$ cat config.mk
export PLATFORM = sky130hd
export DESIGN_NAME = booth_mult_8_bits
export DESIGN_NICKNAME = d
export VERILOG_FILES = /design/src/rtl/booth_mult_8_bits.sv
export SDC_FILE = /design/constraint.sdc
export NUM_CORES = 1
export LEC_CHECK = 0
export CAP_MARGIN = 20
export CORE_ASPECT_RATIO = 0.6
export CORE_MARGIN = 1
export CORE_UTILIZATION = 40
export DETAILED_ROUTE_END_ITERATION = 8
export GPL_TIMING_DRIVEN = 0
export PLACE_DENSITY_LB_ADDON = 0.05
export REMOVE_ABC_BUFFERS = 1
export SETUP_SLACK_MARGIN = 0.15
export SLEW_MARGIN = 5
export SYNTH_ARGS = -nofsm -noshare
export SYNTH_HDL_FRONTEND = slang
export SYNTH_SLANG_ARGS = --single-unit
$ cat constraint.sdc
create_clock -name clk -period 2.1 [get_ports clk]
set_clock_uncertainty 0.1 [all_clocks]
set_input_delay 0.63 -clock clk [delete_from_list [all_inputs] [get_ports clk]]
set_output_delay 0.63 -clock clk [all_outputs]
set_load 0.02 [all_outputs]
$ cat src/rtl/booth_mult_8_bits.sv
// rtl/booth_mult_8_bits.sv - sequential signed radix-2 Booth multiplier driving an external shared adder
module booth_mult_8_bits #(
  parameter int N     = 8,
  parameter int CNT_W = 4
) (
  input  logic             clk,
  input  logic             rst_n,
  input  logic             start,
  input  logic [N-1:0]     multiplicand,
  input  logic [N-1:0]     multiplier,
  output logic [N-1:0]     add_a,
  output logic [N-1:0]     add_b,
  output logic             add_m,
  input  logic [N-1:0]     add_sum,
  input  logic             add_co,
  output logic             busy,
  output logic             done,
  output logic [2*N-1:0]   product
);

  typedef enum logic {IDLE, RUN} state_t;

  state_t           state, state_next;
  logic [N-1:0]     a_reg, q_reg, m_reg;
  logic             q_1;
  logic [CNT_W-1:0] count;

  logic [1:0]       pair;
  logic             use_add, ovf, sgn, last;
  logic [N-1:0]     b_eff, a_new, a_next, q_next;
  logic             co_unused;

  assign co_unused = add_co;

  always_ff @(posedge clk or negedge rst_n) begin
    if (!rst_n) state <= IDLE;
    else        state <= state_next;
  end

  always_comb begin
    state_next = state;
    case (state)
      IDLE:    if (start) state_next = RUN;
      RUN:     if (last)  state_next = IDLE;
      default: state_next = IDLE;
    endcase
  end

  // The adder wraps on signed overflow; the true ninth bit is recovered before the shift.
  always_comb begin
    pair    = {q_reg[0], q_1};
    add_m   = (state == RUN) && (pair == 2'b10);
    use_add = (state == RUN) && (pair[1] ^ pair[0]);
    b_eff   = m_reg ^ {N{add_m}};
    ovf     = use_add && (a_reg[N-1] == b_eff[N-1]) && (add_sum[N-1] != a_reg[N-1]);
    a_new   = use_add ? add_sum : a_reg;
    sgn     = ovf ? ~a_new[N-1] : a_new[N-1];
    a_next  = {sgn, a_new[N-1:1]};
    q_next  = {a_new[0], q_reg[N-1:1]};
    last    = (count == CNT_W'(N-1));
  end

  assign add_a = a_reg;
  assign add_b = m_reg;
  assign busy  = (state == RUN);

  always_ff @(posedge clk or negedge rst_n) begin
    if (!rst_n) begin
      a_reg   <= '0;
      q_reg   <= '0;
      m_reg   <= '0;
      q_1     <= 1'b0;
      count   <= '0;
      done    <= 1'b0;
      product <= '0;
    end else begin
      done <= 1'b0;
      if (state == IDLE) begin
        if (start) begin
          m_reg <= multiplicand;
          q_reg <= multiplier;
          a_reg <= '0;
          q_1   <= 1'b0;
          count <= '0;
        end
      end else begin
        a_reg <= a_next;
        q_reg <= q_next;
        q_1   <= q_reg[0];
        count <= count + 1'b1;
        if (last) begin
          product <= {a_next, q_next};
          done    <= 1'b1;
        end
      end
    end
  end

endmodule
==> metrics <==
GRT Overall Usage=17.5%; fin nets=266; largest net degree at the start of global routing=30; drc violations=0; Req. time, crit path=1.37 ns; flop-to-flop setup slack=0.35 ns; Hold Vio Cnt, Final=0; pre-CTS setup slack=-0.830 ns; Yosys reg bits=47; RSZ-0062 raised after global routing=true; Max Slew Vio Count=0; worst-skew pair later-pin latency=0.30 ns; Avg Inst Size Synth=12.0 sq um; leakage power=1.35 nW; top post-synthesis cells by area=dfrtp_1 56%, mux2i_1 11%, mux2_2 7.5%; Initial Util=41.6%; max reg flops=16; Worst Tran Pin Value=0.598 ns; wirelength, routed=4460 um; met2 wire length=2030 um; chip width=95.6 um; RD Place Congestion=0.740; Hold Buf Count CTS=0; Ys Warns=0; Root Driver=clkbuf_8; largest area contributor in the synthesized netlist=dfrtp_1; setup violators final=0; CP max FO=3; Worst Hold Class=in2async; minimum clock period=1.94 ns; first-pass GRT wire length=7220 um; die height=58.1 um; Peak VDD IR=706 uV; maxcap violations=0; H-tree levels=2; clock buffer depth=2; post-route setup slack=0.165 ns; CTS clock-pin slew for the worst setup and hold paths=0.08 ns; CP endpoint kind=primary output; CP Class=reg2out; DR vias/cell=4.99; P&R area growth vs syn=34.1%; routed wl met3=266 um; Routed met1 length=2100 um; Row Count=20; initial antenna violation count=0; PD cells=1640 nW/um^2; worst path arrival time=1.21 ns; Max-slew headroom=60.1%; sequential-to-total area share from yosys stat=56.0%; DPL Wire Length=3030 um; die footprint=5560 sq um; worst hold slack=0.162 ns; share of the synthesized area in the top cell type=56.0%; Max Clk Rate=517 MHz; synth unique cells=29; Largest Register=product; antenna cells=0; via count=1513; Ports=63; Worst setup SP type=flop; Wirelength per Cell=14.7 um; Top Metal Used=met4; grt total ovfl=0; core area=5050 sq um; Final ANT Viol Nets=0; Post-synth EDFFs=0; Pre-Repair DR Iteration Count=4; CTS sink count=47; 1st-iter DRT viols=71; Post-Syn Instances=175; Most used DFF post-synth=dfrtp_1; most frequent cells after synthesis=47 x dfrtp_1, 25 x nand2_1, 23 x mux2i_1; status=finished clean; share of cells above drive strength 1=15.6%; CTS tree=done; Port Buffers=61; count leader, synth=dfrtp_1; final worst-path cycle share=92.2%; Num CTS Buffers=5; synthesized area=2100 sq um; Async SR Flop Fraction=100%; number of global-route vias before repair=1499
-- routing by layer --
layer / up-vias / global-route usage, %
li1: 727 / -
met1: 742 / 23.4
met2: 36 / 28.0
met3: 8 / 4.33
met4: 0 / 6.40
met5: - / 0
-- cells by family (layout without fill, tap and decap cells) --
| group | after synthesis | after routing | share of synthesized area (%) |
|---|---|---|---|
| adders and majority gates | 2 | 2 | 1.19 |
| DFF | 47 | 47 | 56.0 |
| buffers and inverters | 15 | 77 | 4.29 |
| muxes | 38 | 38 | 19.2 |
| AOI/OAI and AO/OA | 33 | 33 | 9.29 |
| and+or+nand+nor | 37 | 37 | 8.81 |
| xor gates and xnor gates | 3 | 3 | 1.25 |
-- repair_timing --
action / 4_1_cts / 5_1_grt
endpoints found under the setup margin: 79 / 9
setup buffers: 3 / 0
pin swaps: 0 / 1
gates resized for setup: 46 / 3
-- through the flow --
step	setup TNS (ns)	util [%]	cells	total power, mW	instance area [sq um]
2_1_floorplan	0	-	164	3.20	2030
3_3_place_gp	-58.13	53.8	291	4.13	2720
3_5_place_dp	-12.49	54.1	292	4.22	2730
4_1_cts	0	55.8	303	4.66	2820
5_1_grt	0	55.7	303	4.94	2820
6_report	0	55.7	303	4.61	2820
-- worst paths after layout --
| path | cells past startpoint | startpoint | end |
|---|---|---|---|
| max | 3 | q_reg[0] | add_m |
| min | 1 | rst_n | add_a[2] |
| max reg2reg | 5 | q_1 | product[12] |
| min reg2reg | 2 | product[9] | product[9] |
| max in group asynchronous | 2 | rst_n | busy |
| min in group clk | 2 | product[9] | product[9] |
-- layout by cell type (no fill, tap or decap), drive strengths merged, types with 2 or more instances in the layout --
| master | count |
|---|---|
| buf | 7 |
| nor2b | 2 |
| nor2 | 4 |
| dfrtp | 47 |
| ha | 2 |
| nand2 | 25 |
| a21oi | 3 |
| o21ai | 17 |
| inv | 4 |
| mux2i | 23 |
| o31ai | 3 |
| clkdlybuf4s50 | 24 |
| nand3 | 3 |
| dlygate4sd2 | 34 |
| clkbuf | 8 |
| xor2 | 2 |
| mux2 | 15 |
| o22ai | 7 |
-- where the power goes --
| group | switching [mW] | total (mW) | internal, mW |
|---|---|---|---|
| clock network | 0.289 | 0.590 | 0.301 |
| logic | 1.28 | 2.35 | 1.07 |
| registers | 0.305 | 1.67 | 1.36 |
| total | 1.87 | 4.61 | 2.74 |
-- area by class of cell --
| cell class | count | area [sq um] |
|---|---|---|
| fillers | 452 | 2240 |
| flip-flops and latches | 47 | 1180 |
| multi-input cells | 113 | 842 |
| repair buffers | 65 | 598 |
| clock buffers | 8 | 100 |
| well taps | 66 | 82.6 |
| inverters | 4 | 15.0 |
-- worst max-delay path, cell delays in order, from the launching register on --
cell	delay, ns
dfrtp_1	0.41
ha_2	0.19
and2_1	0.16
buf_4	0.15
Power figures use the tool's default switching activity.
